[src/rtl/n64_pkg.sv]
// ----------------------------------------------------------------------------
// n64_pkg
// Shared definitions for the N64 controller one-wire receiver:
//   - state_e        : receiver FSM states
//   - US_DEFAULT     : clock cycles per microsecond at 50 MHz
//   - BIT_PERIOD_US  : nominal length of one data bit on the wire
//   - SAMPLE_POINT_US: distance from the falling edge to the bit sample point
//   - sample_cycles(): sample point expressed in clock cycles
// ----------------------------------------------------------------------------
package n64_pkg;

    typedef enum logic [2:0] {
        S_IDLE      = 3'd0,
        S_WAIT_FALL = 3'd1,
        S_SAMPLE    = 3'd2,
        S_WAIT_RISE = 3'd3,
        S_STOP_FALL = 3'd4,
        S_STOP_RISE = 3'd5
    } state_e;

    localparam int US_DEFAULT      = 50;
    localparam int BIT_PERIOD_US   = 4;
    localparam int SAMPLE_POINT_US = 2;

    function automatic int sample_cycles(input int us);
        return SAMPLE_POINT_US * us;
    endfunction

endpackage

[src/rtl/n64_rx_counterM.sv]
// ----------------------------------------------------------------------------
// counterM
// Descending counter. A synchronous reset reloads it with M; otherwise it
// counts down by one per cycle and holds at zero.
//   clk   in  system clock
//   reset in  synchronous reload to M (active high)
//   empty out high while the count is zero
// ----------------------------------------------------------------------------
module counterM #(
    parameter int M = 99,
    parameter int W = $clog2(M + 1)
) (
    input  logic clk,
    input  logic reset,
    output logic empty
);

    logic [W-1:0] count_q;

    // NOTE: sequential state is always assigned with <= so every flop samples
    // the pre-edge values of its inputs, independent of block ordering.
    always_ff @(posedge clk) begin
        if (reset) begin
            count_q <= W'(M);
        end else if (count_q != '0) begin
            count_q <= count_q - W'(1);
        end
    end

    assign empty = (count_q == '0);

endmodule

[src/rtl/n64_rx.sv]
// ----------------------------------------------------------------------------
// n64_rx
// Receiver for the N64 controller response frame. After an arm pulse it
// decodes NBITS pulse-width-encoded bits (MSB first) plus a stop bit from
// the one-wire data line, then presents the word with a one-cycle strobe.
// A silent line for TIMEOUT cycles aborts the frame with an error strobe.
//   clk   in  system clock
//   reset in  synchronous, active-high reset
//   start in  one-cycle arm pulse (ignored while busy)
//   din   in  raw, asynchronous data line (idle high)
//   data  out last successfully received word
//   valid out one-cycle pulse when data updates
//   busy  out high while a frame is being received
//   err   out one-cycle pulse on timeout
// ----------------------------------------------------------------------------
module n64_rx
    import n64_pkg::*;
#(
    parameter int US      = US_DEFAULT,
    parameter int NBITS   = 32,
    parameter int TIMEOUT = 5000
) (
    input  logic             clk,
    input  logic             reset,
    input  logic             start,
    input  logic             din,
    output logic [NBITS-1:0] data,
    output logic             valid,
    output logic             busy,
    output logic             err
);

    localparam int BC_W  = $clog2(NBITS + 1);
    localparam int TO_W  = $clog2(TIMEOUT + 1);
    localparam int SMP_W = $clog2(2 * US) + 1;
    localparam int SMP_M = sample_cycles(US) - 1;

    // Synchronizer and edge-detect history; all idle high.
    logic sync1_q, ds, ds_q;
    logic fall, rise;

    state_e            state_q, state_d;
    logic [BC_W-1:0]   bitcnt_q, bitcnt_d;
    logic [TO_W-1:0]   to_q, to_d;
    logic [NBITS-1:0]  sreg_q, sreg_d;
    logic [NBITS-1:0]  data_q, data_d;
    logic              valid_q, valid_d;
    logic              err_q, err_d;
    logic              smp_empty;
    logic              counting;
    logic              timeout_hit;

    always_ff @(posedge clk) begin
        if (reset) begin
            sync1_q <= 1'b1;
            ds      <= 1'b1;
            ds_q    <= 1'b1;
        end else begin
            sync1_q <= din;
            ds      <= sync1_q;
            ds_q    <= ds;
        end
    end

    assign fall = ds_q & ~ds;
    assign rise = ~ds_q & ds;

    // Sample timer: reloaded on every falling edge, empty at the sample point.
    // System reset also reloads it so it never starts from an unknown count.
    counterM #(
        .M (SMP_M),
        .W (SMP_W)
    ) u_sample_timer (
        .clk   (clk),
        .reset (reset | fall),
        .empty (smp_empty)
    );

    assign counting    = (state_q != S_IDLE) && (state_q != S_SAMPLE);
    assign timeout_hit = counting && (to_q == TO_W'(TIMEOUT - 1));

    // NOTE: every variable assigned here gets a default first, so no path
    // leaves one unassigned and no latch is inferred.
    always_comb begin
        state_d  = state_q;
        bitcnt_d = bitcnt_q;
        sreg_d   = sreg_q;
        data_d   = data_q;
        valid_d  = 1'b0;
        err_d    = 1'b0;
        to_d     = to_q;
        if (counting && (to_q != TO_W'(TIMEOUT))) begin
            to_d = to_q + TO_W'(1);
        end

        case (state_q)
            S_IDLE: begin
                if (start) begin
                    bitcnt_d = '0;
                    to_d     = '0;
                    state_d  = S_WAIT_FALL;
                end
            end
            S_WAIT_FALL: begin
                if (fall) state_d = S_SAMPLE;
            end
            S_SAMPLE: begin
                if (smp_empty) begin
                    sreg_d = {sreg_q[NBITS-2:0], ds};
                    if (bitcnt_q != BC_W'(NBITS)) begin
                        bitcnt_d = bitcnt_q + BC_W'(1);
                    end
                    state_d = S_WAIT_RISE;
                end
            end
            S_WAIT_RISE: begin
                // A '1' bit's rising edge precedes the sample point, so the
                // end of the low phase is recognised by the line level; for a
                // '0' bit this is the rising edge itself.
                if (ds) begin
                    state_d = (bitcnt_q == BC_W'(NBITS)) ? S_STOP_FALL : S_WAIT_FALL;
                end
            end
            S_STOP_FALL: begin
                if (fall) state_d = S_STOP_RISE;
            end
            S_STOP_RISE: begin
                if (rise) begin
                    data_d  = sreg_q;
                    valid_d = 1'b1;
                    state_d = S_IDLE;
                end
            end
            default: state_d = S_IDLE;
        endcase

        // Timeout overrides any same-cycle progress, keeping valid and err
        // mutually exclusive and leaving data untouched.
        if (timeout_hit) begin
            state_d = S_IDLE;
            data_d  = data_q;
            valid_d = 1'b0;
            err_d   = 1'b1;
        end

        if (state_d != state_q) begin
            to_d = '0;
        end
    end

    always_ff @(posedge clk) begin
        if (reset) begin
            state_q  <= S_IDLE;
            bitcnt_q <= '0;
            to_q     <= '0;
            sreg_q   <= '0;
            data_q   <= '0;
            valid_q  <= 1'b0;
            err_q    <= 1'b0;
        end else begin
            state_q  <= state_d;
            bitcnt_q <= bitcnt_d;
            to_q     <= to_d;
            sreg_q   <= sreg_d;
            data_q   <= data_d;
            valid_q  <= valid_d;
            err_q    <= err_d;
        end
    end

    assign data  = data_q;
    assign valid = valid_q;
    assign err   = err_q;
    assign busy  = (state_q != S_IDLE);

endmodule

[config.mk]
export PLATFORM = sky130hd
export DESIGN_NAME = n64_rx
export DESIGN_NICKNAME = d
export VERILOG_FILES = /design/src/rtl/n64_pkg.sv /design/src/rtl/n64_rx_counterM.sv /design/src/rtl/n64_rx.sv
export SDC_FILE = /design/constraint.sdc
export NUM_CORES = 1
export LEC_CHECK = 0
export BUFFER_PORTS_ARGS = -buffer_cell sky130_fd_sc_hd__buf_2
export CAP_MARGIN = 25
export CORE_ASPECT_RATIO = 1.4
export CORE_MARGIN = 3
export CORE_UTILIZATION = 40
export CTS_CLUSTER_DIAMETER = 40
export DETAILED_ROUTE_END_ITERATION = 7
export PLACE_DENSITY = 0.56
export SYNTH_ARGS = -nofsm -noshare
export SYNTH_HDL_FRONTEND = slang
export SYNTH_SLANG_ARGS = --single-unit
export TNS_END_PERCENT = 1
[constraint.sdc]
create_clock -name clk -period 7.45 [get_ports clk]
set_clock_uncertainty 0.2 [all_clocks]
set_input_delay 1.1175 -clock clk [delete_from_list [all_inputs] [get_ports clk]]
set_output_delay 1.1175 -clock clk [all_outputs]
set_load 0.01 [all_outputs]
==> results of run 1 <==
cells in the mapped netlist, types with 3 or more instances:
library cell and n:
a21oi_1 70, and4_1 4, buf_2 7, clkbuf_1 19, dfxtp_1 99, ha_1 5
inv_1 11, nand2_1 146, nand3_1 7, nand4_1 5, nor2_1 35, nor2b_1 4
nor3_1 5, o21ai_0 4, or2_2 3, xnor2_1 12, xor2_1 8
worst max-delay path, delay by kind of cell, from the launching register on:
kind	cells	cell delay [ps]
buf+inv	2	380
simple gates	4	840
compound gates	1	830
flops	1	340
fa+ha+maj	1	160
layout make-up:
class	count	area, um2
Fill cell	964	5010
Clock buffer	9	225
Clock inverter	7	58.8
Tap cell	132	165
Inverter	11	41.3
Multi-Input combinational cell	345	1780
Sequential cell	99	1980
Timing Repair Buffer	43	248
kinds of logic after synthesis:
family | count (synthesis)
simple gates | 227
flops | 99
compound gates | 92
buf+inv | 38
xor+xnor | 20
fa+ha+maj | 5
mux | 1
registers in the layout (all words and copies together) (netlist names):
name / count
bitcnt_q: 6
ds_q: 1
valid: 1
u_sample_timer.count_q: 8
sreg_q: 32
state_q: 3
to_q: 13
ds: 1
data: 32
err: 1
sync1_q: 1
path summary, 6_finish.rpt:
path	startpoint	to	slack (ps)	cells past startpoint
hold / removal	sync1_q$_SDFF_PP1_	ds$_SDFF_PP1_	210	1
setup / recovery	u_sample_timer.count_q[0]$_SDFFE_PP1N_	to_q[0]$_SDFF_PP0_	4530	8
hold reg to reg	sync1_q$_SDFF_PP1_	ds$_SDFF_PP1_	210	1
setup reg to reg	u_sample_timer.count_q[0]$_SDFFE_PP1N_	to_q[0]$_SDFF_PP0_	4530	8
through the flow:
step	cell area, um2	instances	hold slack, ps	utilization, %	total power, mW
finish	4500	646	213	47.3	1.02
global placement	4190	629	203	44.0	0.595
detailed placement	4220	630	196	44.3	0.596
CTS	4500	646	213	47.3	1.04
global route	4500	646	232	47.3	1.07
floorplan	3910	482	189	-	0.586
power by group through the flow:
stage	combinational, mW	clock (mW)	sequential, mW
floorplan	0.0369	0	0.549
global route	0.0475	0.480	0.543
CTS	0.0421	0.458	0.542
finish	0.0417	0.440	0.542
detailed placement	0.0418	0	0.554
global placement	0.0410	0	0.554
routing by layer:
layer  routed length, um  up-vias  part of all wire (%)
met5                   0        -                     0
met4                  63        0                  0.80
met3                 318        4                   4.0
met2                3900       54                    49
met1                3630     1460                    46
li1                    -     1650                     -
==> results.json, run 1 <==
{
  "syn_inst": 482,
  "clk_pin_slew_ps": 70,
  "synth_top_area_share_pct": 50.7,
  "cts_tree": "built",
  "die_w_um": 89.6,
  "place_congestion": 0.756,
  "nets": 518,
  "drc_errors": 0,
  "synth_seq_area_share_pct": 50.7,
  "antennaDiodeCount": 0,
  "hold_path_class": "register to register",
  "slew_violations": 0,
  "crit_required_ps": 7430,
  "p_comb_share_pct": 4.1,
  "antenna_found_initial": 0,
  "synth_top_area_cell": "dfxtp_1",
  "min_period_over_period_pct": 39.3,
  "portBuffers": 38,
  "cp_cell_sequence": "inv_1, ha_1, nor3b_2, and4_1, buf_4, nor3_1, o211ai_1, nor2_1",
  "p_clk_share_pct": 43.0,
  "io_pins": 39,
  "synth_area_um2": 3910,
  "rsz0062_at_grt": "false",
  "routedWlPerCell_um": 12.2,
  "grt_pass1_wl_um": 13400,
  "htree_num_levels": 3,
  "die-area_um2": 11000,
  "synthSimpleGateAreaFrac_pct": 25.8,
  "initial_core_util_pct": 41.1,
  "cts_buffers": 9,
  "p_seq_share_pct": 52.9,
  "drv_cap": 0,
  "synth_compound_area_share_pct": 13.3,
  "cts_hold_buf": 0,
  "tns_ps": 0,
  "worst_slack_ps": 4530,
  "grt_max_degree": 76,
  "use_met2_pct": 24.2,
  "clock_path_buffers": 2,
  "cts_setup_buffers": 0,
  "postSynth.asyncResetShare_pct": 0,
  "ys_warn_count": 0,
  "yosys_most_used_dff": "dfxtp_1",
  "start_kind": "register",
  "path_class": "register to register",
  "status": "finished clean",
  "dp_slack_ps": 4500,
  "final_cell_mix": "nand2_1, dfxtp_1, a21oi_1",
  "syn_area_per_cell_um2": 8.12,
  "cp_slowest_cell": "o211ai_1",
  "synthXorXnorAreaFrac_pct": 4.48,
  "switching_share_pct": 23.9,
  "max_slew_margin_pct": 32.4,
  "worstMarginPinSlew_ps": 1010,
  "drive_gt1_share_pct": 13.4,
  "ir_drop_mv": 0.154,
  "drt-initial-drc-count": 166,
  "grt_use_met3_pct": 4.67,
  "grt_pass1_vias": 2997,
  "cpPeakStageDelay_ps": 830,
  "synthToLayoutAreaGrowth_pct": 15.0,
  "synth_top_family_by_area": "simple AND/OR/NAND/NOR gates",
  "ys_seq_elements": 99,
  "gr-max-usage-layer": "met2",
  "cts_root_buf": "clkbuf_16",
  "coreArea_um2": 9510,
  "max_freq_mhz": 342,
  "cts.sinks": 99,
  "synth_nets": 491,
  "final_common_cell": "nand2_1",
  "synth_mux_area_share_pct": 0.256,
  "synthDistinctLibCells": 49,
  "overflow": 0,
  "clock_latency_ps": 340,
  "setup_viol": 0,
  "first_pass_iters": 4,
  "power_density_nw_per_um2": 228,
  "vias_per_cell": 4.90,
  "die_y_um": 123,
  "use_met1_pct": 19.5,
  "internal_power_mw": 0.780,
  "antenna_left": 0,
  "critPathCaptureType": "register",
  "vias": 3168,
  "synth-edff-count": 0,
  "grtUsageTotal_pct": 15.4,
  "hpwlAfterDp_um": 5160,
  "cp.arrival_ps": 2910,
  "critPathMaxFanout": 33,
  "synthAdderAreaFrac_pct": 1.60,
  "post_cts_resize_count": 0,
  "p_leak_nw": 1.61,
  "synth.area.top_cells": "dfxtp_1, nand2_1, a21oi_1",
  "switchingPower_mw": 0.244,
  "drt_wl_total_um": 7910,
  "layout_min_cycle_time_ps": 2920,
  "hold_viol": 0,
  "row_count": 42
}
Power figures use the tool's default switching activity.
==> inputs of run 2 (changes only) <==
==> constraint.sdc (replaced) <==
create_clock -name clk -period 3.07 [get_ports clk]
set_clock_uncertainty 0.2 [all_clocks]
set_input_delay 0.4605 -clock clk [delete_from_list [all_inputs] [get_ports clk]]
set_output_delay 0.4605 -clock clk [all_outputs]
set_load 0.01 [all_outputs]
==> run 2 against run 1 <==
Net effect: count of clock-buffer cells in the layout increased by 1; sequential share of layout area down 0.33 points; register-to-register slack got worse by 4000 ps; sequential power grew 140%; via count is 1.3% higher; hold slack worse by 100 ps; largest power group unchanged; highest routed layer unchanged.
==> results.json, run 2 (same netlist as run 1, synthesis figures left out) <==
{
  "status": "finished clean",
  "cts_root_buf": "clkbuf_16",
  "grtUsageTotal_pct": 15.5,
  "cp_cell_sequence": "nor2b_1, a2111oi_0, nor3_1, o211ai_1, nor2_1",
  "row_count": 42,
  "crit_required_ps": 3050,
  "drv_cap": 0,
  "p_leak_nw": 1.63,
  "htree_num_levels": 3,
  "vias_per_cell": 4.96,
  "hold_path_class": "primary input to register",
  "coreArea_um2": 9510,
  "crit_buf_inv": 0,
  "die_y_um": 123,
  "place_area_um2": 4220,
  "setup_viol": 0,
  "rsz0062_at_grt": "false",
  "clock_path_buffers": 2,
  "path_class": "register to register",
  "overflow": 0,
  "first_pass_iters": 6,
  "layoutNonFillerInstCount": 647,
  "clock_latency_ps": 340,
  "tns_ps": 0,
  "max_slew_margin_pct": 33.9,
  "final_cell_mix": "nand2_1, dfxtp_1, a21oi_1",
  "max_freq_mhz": 393,
  "drt_wl_total_um": 7970,
  "cts_setup_buffers": 0,
  "routed.top_layer": "met4",
  "die-area_um2": 11000,
  "wl_met1_um": 3670,
  "portBuffers": 38,
  "drc_errors": 0,
  "start_kind": "register",
  "dp.cells": 631,
  "fin_area_um2": 4530,
  "routedWlPerCell_um": 12.3,
  "final_common_cell": "nand2_1",
  "grt_pass1_vias": 3016,
  "critPathMaxFanout": 15,
  "hold_viol": 0,
  "antenna_left": 0,
  "cts.sinks": 99,
  "fillers": 960,
  "route.met2.wl_um": 3870,
  "dp_slack_ps": 494,
  "register_area_um2": 1980,
  "slew_violations": 0,
  "layout_min_cycle_time_ps": 2540,
  "drive_gt1_share_pct": 13.6,
  "worstMarginPinSlew_ps": 987,
  "min_period_over_period_pct": 82.8,
  "clk_pin_slew_ps": 70,
  "cts_buffers": 9,
  "multi_input_area_um2": 1780,
  "hpwlAfterDp_um": 5180,
  "synthToLayoutAreaGrowth_pct": 15.9,
  "ir_drop_mv": 0.264,
  "critPathCaptureType": "register",
  "post_cts_resize_count": 0,
  "antennaDiodeCount": 0,
  "worst_slack_ps": 527,
  "nets": 519,
  "vias": 3210,
  "power_mw": 2.58,
  "power_density_nw_per_um2": 568,
  "place_congestion": 0.819,
  "wl_met3_um": 296,
  "grt_pass1_wl_um": 13500,
  "grt_max_degree": 51,
  "antenna_found_initial": 0,
  "die_w_um": 89.6,
  "io_pins": 39,
  "cpPeakStageDelay_ps": 810,
  "cp.arrival_ps": 2520,
  "cts_tree": "built",
  "cp_slowest_cell": "o211ai_1",
  "cts_hold_buf": 0,
  "path_delay_family": "compound AO/OA/AOI/OAI gates",
  "initial_core_util_pct": 41.1,
  "drt-initial-drc-count": 175
}
## run 2: changes by cell type in the layout (fill, tap and decap cells not counted), sizes merged
cell      before  now
buf           43   44
bufinv         0    1
clkbuf         9   10
clkinv         1    2
clkinvlp       3    1
inv           14   13
## run 2: where the power goes
part	internal, mW	switching [mW]	total (mW)
Combinational	0.0381	0.0711	0.109
Clock	0.663	0.493	1.16
Sequential	1.29	0.0155	1.31
Total	2.00	0.580	2.58
## run 2: per-stage QoR
stage               util, %  hold WS (ps)
finish                 47.7           109
global route           47.7           112
CTS                    47.7          95.5
detailed placement     44.4           212
global placement       44.1           209
floorplan                 -           189
## run 2: final timing paths
path                                             from                  to  slack, ps  depth (start not counted)
worst max-delay path            state_q[2]$_SDFF_PP0_  to_q[8]$_SDFF_PP0_        530                          5
worst min register to register     sync1_q$_SDFF_PP1_       ds$_SDFF_PP1_        230                          1
worst max register to register  state_q[2]$_SDFF_PP0_  to_q[8]$_SDFF_PP0_        530                          5
worst min-delay path                              din  sync1_q$_SDFF_PP1_        110                          2
## run 2: cell type report
class	instances	share of cell area (%)
Sequential cell	99	43.7
Multi-Input combinational cell	345	39.2
Timing Repair Buffer	44	5.63
Clock buffer	10	5.27
Tap cell	132	3.64
Clock inverter	6	1.57
Inverter	11	0.911
## run 2: worst reg2reg max path: stages (launching register included)
cell and delay, ps:
dfxtp_1 460, nor2b_1 250, a2111oi_0 410, nor3_1 130, o211ai_1 810, nor2_1 120
## run 2: layer usage
metal	track usage [%]	vias up
met5	0	-
met3	3.87	9
met4	5.96	0
li1	-	1655
met2	25.2	52
met1	19.6	1494
==> inputs of run 3 (changes only) <==
==> constraint.sdc (replaced) <==
create_clock -name clk -period 2.51 [get_ports clk]
set_clock_uncertainty 0.2 [all_clocks]
set_input_delay 0.3765 -clock clk [delete_from_list [all_inputs] [get_ports clk]]
set_output_delay 0.3765 -clock clk [all_outputs]
set_load 0.01 [all_outputs]
==> run 3 against run 2 <==
Net effect: register-to-register slack worse by 360 ps; fmax up 8.8%; critical path type unchanged; global-route usage down 0.13 points; core utilization up 0.70 points; final area up 1.5%; highest routed layer unchanged; die area unchanged; clock power up 22%; cell count up 1.1%; total power up 23%; critical path depth up 2.
==> results.json, run 3 (same netlist as run 1, synthesis figures left out) <==
{
  "status": "finished clean",
  "cts_buffers": 9,
  "grt_pass1_wl_um": 13400,
  "vias_per_cell": 4.91,
  "switching_share_pct": 21.8,
  "min_period_over_period_pct": 93.1,
  "fillers": 961,
  "hold_ws_ps": 26.2,
  "r2r_slack_ps": 170,
  "layout_min_cycle_time_ps": 2340,
  "antenna_left": 0,
  "antennaDiodeCount": 0,
  "vias": 3210,
  "cp_slowest_cell": "or4_1",
  "overflow": 0,
  "clock_path_buffers": 2,
  "grt_pass1_vias": 2942,
  "critPathMaxFanout": 5,
  "first_pass_iters": 4,
  "drive_gt1_share_pct": 14.6,
  "grt_max_degree": 42,
  "htree_num_levels": 3,
  "coreArea_um2": 9510,
  "start_kind": "register",
  "cts_tree": "built",
  "cpPeakStageDelay_ps": 510,
  "crit_required_ps": 2580,
  "nets": 526,
  "p_clk_share_pct": 44.7,
  "cp.arrival_ps": 2410,
  "internal_power_mw": 2.48,
  "hold_viol": 0,
  "drt-initial-drc-count": 178,
  "drt_wl_total_um": 7950,
  "die_w_um": 89.6,
  "final_cell_mix": "nand2_1, dfxtp_1, a21oi_1",
  "row_count": 42,
  "multi_input_area_um2": 1790,
  "hpwlAfterDp_um": 5440,
  "p_leak_nw": 1.67,
  "die-area_um2": 11000,
  "crit_buf_inv": 1,
  "p_seq_share_pct": 50.5,
  "grtUsageTotal_pct": 15.4,
  "routedWlPerCell_um": 12.2,
  "cts_setup_buffers": 0,
  "rsz0062_at_grt": "false",
  "path_delay_family": "simple AND/OR/NAND/NOR gates",
  "clock_latency_ps": 340,
  "initial_core_util_pct": 41.1,
  "synthToLayoutAreaGrowth_pct": 17.6,
  "final_common_cell": "nand2_1",
  "hold_path_class": "primary input to register",
  "p_comb_share_pct": 4.8,
  "setup_viol": 0,
  "tns_ps": 0,
  "place_congestion": 0.781,
  "critPathCaptureType": "register",
  "path_class": "register to register",
  "worstMarginPinSlew_ps": 522,
  "portBuffers": 38,
  "power_density_nw_per_um2": 688,
  "cp_cell_sequence": "inv_1, ha_1, nor3b_4, nand2_2, a2111o_1, or4_1, a21oi_1",
  "antenna_found_initial": 0,
  "cts_root_buf": "clkbuf_16",
  "switchingPower_mw": 0.690,
  "ir_drop_mv": 0.368,
  "register_area_um2": 1980,
  "cts.sinks": 99,
  "drc_errors": 0,
  "max_freq_mhz": 428,
  "slew_violations": 0,
  "clk_pin_slew_ps": 60,
  "io_pins": 39,
  "drv_cap": 0,
  "die_y_um": 123,
  "fin_util_pct": 48.4,
  "max_slew_margin_pct": 65.1
}
run 3: final cells by class:
| type | instances | share of cell area (%) |
|---|---|---|
| multi-input cells | 345 | 38.8 |
| repair buffers | 51 | 6.80 |
| flip-flops and latches | 99 | 43.1 |
| well taps | 132 | 3.59 |
| inverters | 11 | 0.898 |
| clock inverters | 4 | 1.22 |
| clock buffers | 12 | 5.58 |
run 3: power groups by stage:
stage	Clock (mW)	Combinational (mW)	Sequential (mW)
global route	1.50	0.169	1.60
CTS	1.46	0.151	1.60
floorplan	0	0.109	1.63
detailed placement	0	0.151	1.63
finish	1.41	0.152	1.60
global placement	0	0.147	1.64
run 3: path summary, 6_finish.rpt:
| path | start | to | cells after the start |
|---|---|---|---|
| setup / recovery | u_sample_timer.count_q[0]$_SDFFE_PP1N_ | bitcnt_q[5]$_SDFFE_PP0P_ | 7 |
| hold reg to reg | sync1_q$_SDFF_PP1_ | ds$_SDFF_PP1_ | 1 |
| hold / removal | din | sync1_q$_SDFF_PP1_ | 2 |
| setup reg to reg | u_sample_timer.count_q[0]$_SDFFE_PP1N_ | bitcnt_q[5]$_SDFFE_PP0P_ | 7 |
run 3: worst reg2reg max path, cell delays in order (launching register included):
cell      delay (ps)
dfxtp_1          330
inv_1             60
ha_1             180
nor3b_4          290
nand2_2           90
a2111o_1         460
or4_1            510
a21oi_1          150
run 3: timing repair:
| action | 4_1_cts | 5_1_grt |
|---|---|---|
| gates resized for setup | 0 | 1 |
| endpoints found under the setup margin | 0 | 1 |
| hold buffers | 0 | 0 |
run 3: per-stage QoR:
| stage | power [mW] | instance area (um2) | setup WS (ps) | instances |
|---|---|---|---|---|
| after global routing | 3.27 | 4600 | 22.7 | 654 |
| after floorplan | 1.74 | 3910 | 168 | 482 |
| after detailed placement | 1.79 | 4280 | 126 | 638 |
| after CTS | 3.21 | 4590 | 125 | 654 |
| final | 3.17 | 4600 | 172 | 654 |
| after global placement | 1.78 | 4280 | 205 | 638 |
run 3: per-layer routing:
metal	up-vias	global-route usage, %	routed length (um)
li1	1670	-	-
met1	1479	19.4	3730
met2	49	25.0	3830
met3	12	3.40	237
met4	0	6.52	151
met5	-	0	0
